<file path="config.mk">
export PLATFORM = sky130hd
export DESIGN_NAME = mii_baser_tx_encoder
export DESIGN_NICKNAME = d
export VERILOG_FILES = /design/src/rtl/baser_pkg.sv /design/src/rtl/baser_scrambler.sv /design/src/rtl/mii_baser_tx_encoder.sv
export SDC_FILE = /design/constraint.sdc
export NUM_CORES = 1
export LEC_CHECK = 0
export CAP_MARGIN = 40
export CORE_UTILIZATION = 50
export DETAILED_ROUTE_END_ITERATION = 16
export PLACE_DENSITY = 0.86
export SLEW_MARGIN = 20
export SYNTH_ARGS = -nofsm -noshare
export SYNTH_HDL_FRONTEND = slang
export SYNTH_SLANG_ARGS = --single-unit
</file>
<file path="constraint.sdc">
create_clock -name clk -period 1.56 [get_ports clk]
set_input_delay 0.234 -clock clk [delete_from_list [all_inputs] [get_ports clk]]
set_output_delay 0.234 -clock clk [all_outputs]
set_load 0.01 [all_outputs]
</file>
<file path="src/rtl/baser_pkg.sv">
// Shared BASE-R definitions used by the TX encoder and the scrambler.
// Holds sync headers, block type bytes, MII control characters, the 7-bit
// control codes, the TX state enum and the word class enum. Two helpers
// build the all-control payload and map a terminate lane to its block type.
package baser_pkg;

    localparam logic [1:0] SYNC_DATA = 2'b01;
    localparam logic [1:0] SYNC_CTRL = 2'b10;

    localparam logic [7:0] MII_IDLE  = 8'h07;
    localparam logic [7:0] MII_START = 8'hFB;
    localparam logic [7:0] MII_TERM  = 8'hFD;
    localparam logic [7:0] MII_ERROR = 8'hFE;

    localparam logic [7:0] BT_CTRL  = 8'h1E;
    localparam logic [7:0] BT_START = 8'h78;

    localparam logic [6:0] CC_IDLE  = 7'h00;
    localparam logic [6:0] CC_ERROR = 7'h1E;

    typedef enum logic {
        TX_IDLE = 1'b0,
        TX_DATA = 1'b1
    } tx_state_t;

    typedef enum logic [2:0] {
        WC_C,
        WC_S,
        WC_D,
        WC_T,
        WC_E
    } word_class_t;

    // 0x1E block carrying the same 7-bit code in all eight lanes.
    function automatic logic [63:0] ctrl_block(input logic [6:0] code);
        return {{8{code}}, BT_CTRL};
    endfunction

    // Block type for a terminate in lane k.
    function automatic logic [7:0] term_type(input logic [2:0] k);
        logic [7:0] t;
        case (k)
            3'd0:    t = 8'h87;
            3'd1:    t = 8'h99;
            3'd2:    t = 8'hAA;
            3'd3:    t = 8'hB4;
            3'd4:    t = 8'hCC;
            3'd5:    t = 8'hD2;
            3'd6:    t = 8'hE1;
            default: t = 8'hFF;
        endcase
        return t;
    endfunction

endpackage

</file>
<file path="src/rtl/baser_scrambler.sv">
// Self-synchronous x^58 + x^39 + 1 scrambler over a 64-bit payload.
// Bit 0 is scrambled first. The state advances only when en is high;
// data_out is always the scrambled image of data_in under the current state.
// Ports:
//   clk      - clock
//   rst_n    - asynchronous active-low reset, loads SEED
//   en       - advance the state by this payload
//   data_in  - 64-bit unscrambled payload
//   data_out - 64-bit scrambled payload
module baser_scrambler #(
    parameter logic [57:0] SEED = 58'h3FF_FFFF_FFFF_FFFF
) (
    input  logic        clk,
    input  logic        rst_n,
    input  logic        en,
    input  logic [63:0] data_in,
    output logic [63:0] data_out
);

    logic [57:0] state_q;
    logic [57:0] state_walk;
    logic [63:0] out_walk;
    logic        out_bit;

    // Walk the 64 bits serially; the feedback uses the scrambled output bit.
    always_comb begin
        state_walk = state_q;
        out_walk   = '0;
        out_bit    = 1'b0;
        for (int i = 0; i < 64; i++) begin
            out_bit     = data_in[i] ^ state_walk[38] ^ state_walk[57];
            out_walk[i] = out_bit;
            state_walk  = {state_walk[56:0], out_bit};
        end
    end

    assign data_out = out_walk;

    always_ff @(posedge clk or negedge rst_n) begin
        if (!rst_n) begin
            state_q <= SEED;
        end else if (en) begin
            state_q <= state_walk;
        end
    end

endmodule

</file>
<file path="src/rtl/mii_baser_tx_encoder.sv">
// 64b/66b transmit encoder: MII word (64-bit data, 8-bit lane control) in,
// scrambled 66-bit BASE-R block out, two cycles later.
// Stage 1 classifies the word, runs the frame FSM and builds the block;
// stage 2 scrambles the payload (the sync header is never scrambled).
// Handshake: i_valid qualifies i_mii_*; there is no backpressure, every
// valid word is accepted and produces exactly one o_valid block. Without
// i_valid nothing advances and o_block holds its last value.
// Ports:
//   clk         - clock
//   i_rst_n     - asynchronous active-low reset
//   i_mii_data  - lane k = bits [8k+7:8k], lane 0 first on the wire
//   i_mii_ctrl  - bit k marks lane k as a control character
//   i_valid     - input word valid
//   o_block     - [1:0] sync header, [65:2] payload
//   o_valid     - o_block valid
//   o_enc_error - pulses with o_valid when an error block is emitted
//   o_in_frame  - FSM is in DATA (exposes the state register)
module mii_baser_tx_encoder
    import baser_pkg::*;
#(
    parameter bit          SCRAMBLE_EN = 1'b1,
    parameter logic [57:0] SCR_SEED    = 58'h3FF_FFFF_FFFF_FFFF,
    parameter logic [7:0]  IDLE_CODE   = MII_IDLE,
    parameter logic [7:0]  START_CODE  = MII_START,
    parameter logic [7:0]  TERM_CODE   = MII_TERM,
    parameter logic [7:0]  ERROR_CODE  = MII_ERROR
) (
    input  logic        clk,
    input  logic        i_rst_n,
    input  logic [63:0] i_mii_data,
    input  logic [7:0]  i_mii_ctrl,
    input  logic        i_valid,
    output logic [65:0] o_block,
    output logic        o_valid,
    output logic        o_enc_error,
    output logic        o_in_frame
);

    localparam logic [7:0] CTRL_ALL = 8'hFF;

    tx_state_t   state_q;
    tx_state_t   state_nxt;
    word_class_t word_class;
    logic [2:0]  term_k;
    logic        all_idle;
    logic        err_char;
    logic        t_ok;
    logic [63:0] term_payload;
    logic [1:0]  enc_sync;
    logic [63:0] enc_payload;
    logic        enc_err;

    logic        s1_valid;
    logic        s1_err;
    logic [1:0]  s1_sync;
    logic [63:0] s1_payload;
    logic [63:0] scr_payload;
    logic [63:0] out_payload;

    // Word classification.
    always_comb begin
        all_idle   = 1'b1;
        err_char   = 1'b0;
        t_ok       = 1'b0;
        word_class = WC_E;
        term_k     = 3'd0;
        for (int k = 0; k < 8; k++) begin
            if (i_mii_data[8*k +: 8] != IDLE_CODE) all_idle = 1'b0;
            if (i_mii_ctrl[k] && i_mii_data[8*k +: 8] == ERROR_CODE) err_char = 1'b1;
        end
        if (i_mii_ctrl == CTRL_ALL && all_idle) begin
            word_class = WC_C;
        end else if (i_mii_ctrl == 8'h01 && i_mii_data[7:0] == START_CODE) begin
            word_class = WC_S;
        end else if (i_mii_ctrl == 8'h00) begin
            word_class = WC_D;
        end else begin
            // Tk: control mask FF<<k, terminate in lane k, idles above it.
            for (int k = 0; k < 8; k++) begin
                t_ok = (i_mii_ctrl == (CTRL_ALL << k)) && (i_mii_data[8*k +: 8] == TERM_CODE);
                for (int j = k + 1; j < 8; j++) begin
                    if (i_mii_data[8*j +: 8] != IDLE_CODE) t_ok = 1'b0;
                end
                if (t_ok) begin
                    word_class = WC_T;
                    term_k     = 3'(k);
                end
            end
        end
        if (err_char) word_class = WC_E;
    end

    // Terminate block: data lanes 0..k-1 shift up one byte behind the type.
    always_comb begin
        term_payload       = '0;
        term_payload[7:0]  = term_type(term_k);
        for (int j = 0; j < 7; j++) begin
            if (j < int'(term_k)) term_payload[8*j+8 +: 8] = i_mii_data[8*j +: 8];
        end
    end

    // Frame FSM and block selection. Any word illegal in the current state
    // becomes an error block and drops the FSM back to IDLE.
    always_comb begin
        state_nxt   = state_q;
        enc_sync    = SYNC_CTRL;
        enc_payload = ctrl_block(CC_ERROR);
        enc_err     = 1'b1;
        case (state_q)
            TX_IDLE: begin
                case (word_class)
                    WC_C: begin
                        enc_payload = ctrl_block(CC_IDLE);
                        enc_err     = 1'b0;
                    end
                    WC_S: begin
                        enc_payload = {i_mii_data[63:8], BT_START};
                        enc_err     = 1'b0;
                        state_nxt   = TX_DATA;
                    end
                    default: ;
                endcase
            end
            TX_DATA: begin
                state_nxt = TX_IDLE;
                case (word_class)
                    WC_D: begin
                        enc_sync    = SYNC_DATA;
                        enc_payload = i_mii_data;
                        enc_err     = 1'b0;
                        state_nxt   = TX_DATA;
                    end
                    WC_T: begin
                        enc_payload = term_payload;
                        enc_err     = 1'b0;
                    end
                    default: ;
                endcase
            end
            default: state_nxt = TX_IDLE;
        endcase
    end

    always_ff @(posedge clk or negedge i_rst_n) begin
        if (!i_rst_n) begin
            state_q <= TX_IDLE;
        end else if (i_valid) begin
            state_q <= state_nxt;
        end
    end

    assign o_in_frame = (state_q == TX_DATA);

    // Stage 1 register.
    always_ff @(posedge clk or negedge i_rst_n) begin
        if (!i_rst_n) begin
            s1_valid   <= 1'b0;
            s1_err     <= 1'b0;
            s1_sync    <= '0;
            s1_payload <= '0;
        end else begin
            s1_valid <= i_valid;
            if (i_valid) begin
                s1_err     <= enc_err;
                s1_sync    <= enc_sync;
                s1_payload <= enc_payload;
            end
        end
    end

    baser_scrambler #(
        .SEED(SCR_SEED)
    ) u_scrambler (
        .clk     (clk),
        .rst_n   (i_rst_n),
        .en      (s1_valid & SCRAMBLE_EN),
        .data_in (s1_payload),
        .data_out(scr_payload)
    );

    assign out_payload = SCRAMBLE_EN ? scr_payload : s1_payload;

    // Stage 2 register.
    always_ff @(posedge clk or negedge i_rst_n) begin
        if (!i_rst_n) begin
            o_block     <= '0;
            o_valid     <= 1'b0;
            o_enc_error <= 1'b0;
        end else begin
            o_valid     <= s1_valid;
            o_enc_error <= s1_valid & s1_err;
            if (s1_valid) o_block <= {out_payload, s1_sync};
        end
    end

endmodule

</file>
## Word-level counts from Yosys, hierarchy flattened

Index checks and enable logic that the tools add are counted.

- Input port bits: 75
- Word-level logic and storage cells: 318
- Output and inout port bits: 69
- Bits in registers: 195

- $lt $le $gt $ge: 7
- Muxes and demuxes: 106
- Reduce and logical (&&, ||, !) cells: 23
- Equal/unequal tests: 43
- Bitwise operators: 130

Operators by type and width:

| kind | count |
|---|---|
| one-hot mux 64 bit (2 select lines) | 3 |
| equality test 8 bit, second input constant | 25 |
| XOR 1 bit | 128 |
| 2-to-1 mux 1 bit | 70 |
| != test 8 x 3 -> 1 bit, second input constant | 8 |
| 2-to-1 mux 3 bit | 21 |
| 2-to-1 mux 8 bit | 7 |
| one-hot mux 7 bit (7 select lines) | 1 |
| logical AND 1 bit | 18 |
| equality test 3 x 2 -> 1 bit, second input constant | 4 |
| equality test 3 bit, second input constant | 3 |
| < comparator 3 bit, first input constant | 3 |
| equality test 8 x 1 -> 1 bit, second input constant | 1 |
| logical NOT 8 bit | 1 |
| equality test 3 x 1 -> 1 bit, second input constant | 2 |
| logical NOT 3 bit | 2 |
| < comparator 1 x 3 -> 1 bit, first input constant | 2 |
| < comparator 2 x 3 -> 1 bit, first input constant | 2 |
| 2-to-1 mux 2 bit | 2 |
| one-hot mux 1 bit (2 select lines) | 2 |
| OR reduction 2 bit | 2 |
| bitwise AND 1 bit | 1 |
| inverter 1 bit | 1 |

## Depth between registers and ports, before layout

- Depth after elaboration: 28
- Depth in mapped cells: 13
- Depth with buffers taken out: 12

## Cells and area by module

A second synthesis with hierarchy kept.

- Cell total of the unflattened synthesis: 865
- Area, all modules: 10412.5 um^2

By module, submodules not included:

| module | seq. area each (um^2) | times used | area each (um^2) | cells an instance |
|---|---|---|---|---|
| mii_baser_tx_encoder | 3428.3 | 1 | 6814.0 | 633 |
| baser_scrambler | 1524.0 | 1 | 3598.5 | 232 |

## Worst setup path before layout

Ideal clock, no wire load.

- Path type: in2reg
- From: input i_mii_ctrl[1]
- To: register s1_payload[24]
- Setup time: 0.072 ns
- Buffers on the path: 2
- Stages: 13
- Data arrival time: 2.808 ns
- Data required time: 1.488 ns
- Slack: -1.320 ns
- Path through: or4_4 -> or4_4 -> o22ai_2 -> a21o_1 -> buf_6 -> inv_1 -> ha_1 -> inv_1 -> o311a_1 -> buf_2 -> a21boi_4 -> a221oi_1 -> nor2_1

- Longest elaborated chain between the ends: 27
- Elaborated cells between the ends (all ways): 108
- Classes of those cells: 1 x order compare; 12 x eq/ne; 82 x mux; 13 x reduce/logical

RTL lines:

| element | line | RTL |
|---|---|---|
| from (decl) | mii_baser_tx_encoder.sv:31 | `input logic [7:0] i_mii_ctrl,` |
| equality test 8 bit | mii_baser_tx_encoder.sv:71, mii_baser_tx_encoder.sv:80 |  |
| logical AND 1 bit | mii_baser_tx_encoder.sv:80 | `t_ok = (i_mii_ctrl == (CTRL_ALL << k)) && (i_mii_data[8*k +: 8] == TERM_CODE);` |
| 2-to-1 mux 1 bit (7 in a row) | mii_baser_tx_encoder.sv:82 | `if (i_mii_data[8*j +: 8] != IDLE_CODE) t_ok = 1'b0;` |
| 2-to-1 mux 1 bit | mii_baser_tx_encoder.sv:75 | `end else if (i_mii_ctrl == 8'h00) begin` |
| 2-to-1 mux 1 bit | mii_baser_tx_encoder.sv:73 | `end else if (i_mii_ctrl == 8'h01 && i_mii_data[7:0] == START_CODE) begin` |
| 2-to-1 mux 1 bit | mii_baser_tx_encoder.sv:71 | `if (i_mii_ctrl == CTRL_ALL && all_idle) begin` |
| 2-to-1 mux 3 bit (8 in a row) | mii_baser_tx_encoder.sv:84 | `if (t_ok) begin` |
| 2-to-1 mux 3 bit | mii_baser_tx_encoder.sv:75 |  |
| 2-to-1 mux 3 bit | mii_baser_tx_encoder.sv:73 |  |
| 2-to-1 mux 3 bit | mii_baser_tx_encoder.sv:71 |  |
| 2-to-1 mux 3 bit | mii_baser_tx_encoder.sv:90 | `if (err_char) word_class = WC_E;` |
| equality test 3 x 2 -> 1 bit (tied with other cells) | mii_baser_tx_encoder.sv:126 | `case (word_class)` |
| one-hot mux 64 bit (2 select lines) (on tied branches) | mii_baser_tx_encoder.sv:126, mii_baser_tx_encoder.sv:111 |  |
| one-hot mux 64 bit (2 select lines) * | mii_baser_tx_encoder.sv:109 | `case (state_q)` |
| to (signal assigned) | mii_baser_tx_encoder.sv:166 | `s1_payload <= enc_payload;` |
| to (decl) | mii_baser_tx_encoder.sv:56 | `logic [63:0] s1_payload;` |

Every way passes the cells marked *; elsewhere a longest branch is shown, timed or not. The select of a mux whose other input is x is not followed.
A chain may end at the register's enable or synchronous reset.

## Worst setup path after layout

- From: input i_mii_ctrl[2]
- To: register s1_payload[18]

The elaborated chain is that of the path after synthesis.

==> results_dict.tcl <==
set metrics [dict create \
    outcome "finished with violations" \
    violations "setup timing" \
    cts-buffers-inserted 17 \
    r2r.worst_path.cells 5 \
    cts_tree "yes" \
    port_buffers 143 \
    ctsRootBufferMaster "clkbuf_16" \
    wl_per_cell_um 24.0 \
    finalHoldViolCount 0 \
    powerDensity_nw_per_um2 1600 \
    die_x_um 142 \
    multi_input_area_um2 5030 \
    wl_met3_um 4390 \
    finClkSkew_ns 0.0146 \
    row_count 50 \
    first_iter_violations 1185 \
    setup_violations 75 \
    drc 0 \
    dp_cells 1581 \
    fin_cells 1652 \
    timing.critical_path.from "i_mii_ctrl[2]" \
    dieArea_um2 20200 \
    final.min_clock_period_ns 2.75 \
    grt_pass1_wl_um 55100 \
    reg2reg_from "o_in_frame" \
    synth_area_um2 9830 \
    ios 144 \
    first_pass_iters 6 \
    antenna_found_initial 2 \
    slew_viol_final 0 \
    endpoint_kind "flip-flop" \
    place_hpwl_um 26000 \
    dr_total_vias 9983 \
    start_util_pct 51.7 \
    cts_buffer_depth 2 \
    required_ns 1.85 \
    antenna_cells 0 \
    routabilityCongestion 0.994 \
    layout_setup_ws_ns -1.19 \
    timing.rr.end "s1_payload[18]" \
    placedInstanceArea_um2 13000 \
    yosysWarnings 0 \
    track_usage_pct 37.3 \
    irDropWorstVdd_v 0.000904 \
    gr-total-overflow 0 \
    fmax_mhz 364 \
    route.antenna.remaining_nets 0 \
    wirelength_met1_um 14000 \
    yosys_most_used_dff "dfrtp_1" \
    drive_gt1_share_pct 33.6 \
    drt_wl_total_um 39600 \
    worstSetupStartpointType "input pin" \
    syn_nets 1117 \
    min_period_over_period_pct 176 \
    path_clk_slew_ns 0.08 \
    via_per_inst 6.04 \
    final.fill_count 1194 \
    p_leak_nw 6.63 \
    rsz0062_at_grt "yes" \
    ys_types 63 \
    syn_inst 1037 \
    fin_worst_hold_slack_ns 0.152 \
    wl_met2_um 18100 \
    die_h_um 142 \
    crit_type "in -> reg" \
    clock_sinks 195 \
    async_flop_share_pct 100 \
    synth_edf_count 0 \
    regArea_um2 4960 \
    clk_latency_ns 0.45 \
    grt_max_degree 96 \
    final_area_um2 14700 \
    slew_headroom_pct 64.4 \
    rrSetupSlack_ns -0.39 \
    cts_max_level 4 \
    grt_pass1_vias 9742 \
    seq_area_frac_synth_pct 50.4 \
    cap_viol_max_count 0 \
    hold_path.class "in -> reg" \
    ys_ff_latch 195 \
    crit_end "s1_payload[18]" \
    arrival_ns 3.04 \
    path_max_fanout 9 \
    syn-mean-instance-area_um2 9.48 \
    layout.nets 1459 \
    pre_cts_slack_ns -1.82 \
    tightest_slew_ns 0.535 \
    top_layer "met5" \
    area_growth_syn_to_layout_pct 49.7 \
    core-area_um2 19000 \
]
-- synthesized netlist by cell type (6+ instances only) --
master | instances | area [um2]
a22oi_1 | 12 | 90.1
nor2_1 | 84 | 315
dfstp_2 | 58 | 1520
clkbuf_1 | 30 | 113
o21ai_1 | 8 | 40.0
nand2_1 | 97 | 364
xor2_1 | 12 | 105
mux2_2 | 8 | 90.1
o21ai_0 | 130 | 651
o2bb2ai_1 | 11 | 96.3
nand3_1 | 22 | 110
xnor2_1 | 117 | 1020
inv_1 | 126 | 473
a21oi_1 | 19 | 95.1
a221oi_1 | 29 | 254
and2_1 | 6 | 37.5
dfrtp_1 | 137 | 3430
nor4_1 | 8 | 50.1
nor3_1 | 6 | 30.0
nand4_1 | 16 | 100
buf_2 | 10 | 50.1
-- how the worst min path moves through the flow --
| stage | from | endpoint | slack [ns] | cells past startpoint |
|---|---|---|---|---|
| CTS | i_mii_data[58] | s1_payload[58] | 0.28 | 4 |
| finish | i_mii_data[61] | s1_payload[61] | 0.15 | 3 |
| detailed placement | i_rst_n | o_block[29] | 0.25 | 1 |
| floorplan | i_rst_n | o_block[0] | -0.06 | 0 |
| global route | i_mii_data[61] | s1_payload[61] | 0.18 | 3 |
| global placement | i_rst_n | o_block[29] | 0.25 | 1 |
-- layout by cell type, fill, tap and decap left out, types with 7 or more instances in the layout --
| master | n |
|---|---|
| clkdlybuf4s50_1 | 35 |
| dlymetal6s2s_1 | 16 |
| a221oi_2 | 23 |
| buf_12 | 15 |
| clkbuf_16 | 17 |
| o21ai_1 | 28 |
| xnor2_1 | 104 |
| a21oi_2 | 8 |
| a21oi_1 | 11 |
| a22oi_2 | 7 |
| nand4_1 | 16 |
| mux2_2 | 8 |
| xnor2_2 | 13 |
| dfrtp_1 | 135 |
| inv_1 | 124 |
| nand3_1 | 18 |
| o21ai_0 | 104 |
| buf_6 | 20 |
| nand2_1 | 94 |
| buf_4 | 187 |
| nor2_1 | 81 |
| o2bb2ai_1 | 9 |
| dlygate4sd2_1 | 73 |
| dfstp_2 | 58 |
| inv_6 | 7 |
-- cell families after synthesis --
family	share of synthesized area (%)
xor+xnor	11.5
mux	0.916
fa+ha+maj	0.636
simple gates	14.4
flops	50.4
compound gates	15.3
buf+inv	6.85
-- flip-flops by register name, indices dropped and copies added (netlist names), 2 cells and up --
register	count
o_block	66
s1_payload	64
u_scrambler.state_q	58
s1_sync	2
-- cell type report --
| cell class | instances | area share (%) |
|---|---|---|
| clock inverters | 15 | 1.13 |
| flip-flops and latches | 195 | 33.7 |
| inverters | 126 | 3.25 |
| clock buffers | 17 | 2.89 |
| well taps | 260 | 2.21 |
| repair buffers | 368 | 22.7 |
| multi-input cells | 671 | 34.1 |
-- repair_timing --
| action | in CTS | in global routing |
|---|---|---|
| endpoints found under the setup margin | 131 | 104 |
| gates cloned | 4 | 0 |
| buffers inserted | 21 | 14 |
| pin swaps | 38 | 48 |
| hold endpoints to repair | 26 | 0 |
| resized for setup | 206 | 117 |
| hold buffers | 1 | 0 |
-- layer usage --
metal | vias to the layer above | track usage (%)
met1 | 4785 | 46.1
met3 | 216 | 8.65
met5 | - | 0
li1 | 4176 | -
met4 | 4 | 23.6
met2 | 802 | 59.1
-- where the power goes --
part,switching [mW],internal (mW),total [mW],leakage (nW)
logic,5.51,4.60,10.1,4.15
clock network,2.23,2.29,4.52,0.291
registers,1.61,7.30,8.91,2.19
total,9.35,14.2,23.5,6.63
-- critical path, stage by stage --
cell	delay [ns]
buf_6	0.09
or4_4	0.54
or4_4	0.56
o22ai_4	0.18
a21o_1	0.19
buf_6	0.15
buf_4	0.12
nor4_4	0.04
o22ai_4	0.12
buf_12	0.18
buf_12	0.14
a221oi_2	0.09
nor2_1	0.40
-- stage by stage --
stage          TNS, ns  utilization [%]  total power, mW
6_report        -58.95             77.4             23.5
4_1_cts         -56.99             74.7             22.3
2_1_floorplan   -61.76                -             13.2
5_1_grt         -60.68             77.4             24.5
3_3_place_gp   -108.14             68.4             17.6
3_5_place_dp   -111.27             68.4             18.1
No activity file was read; power rests on OpenSTA's default activity.
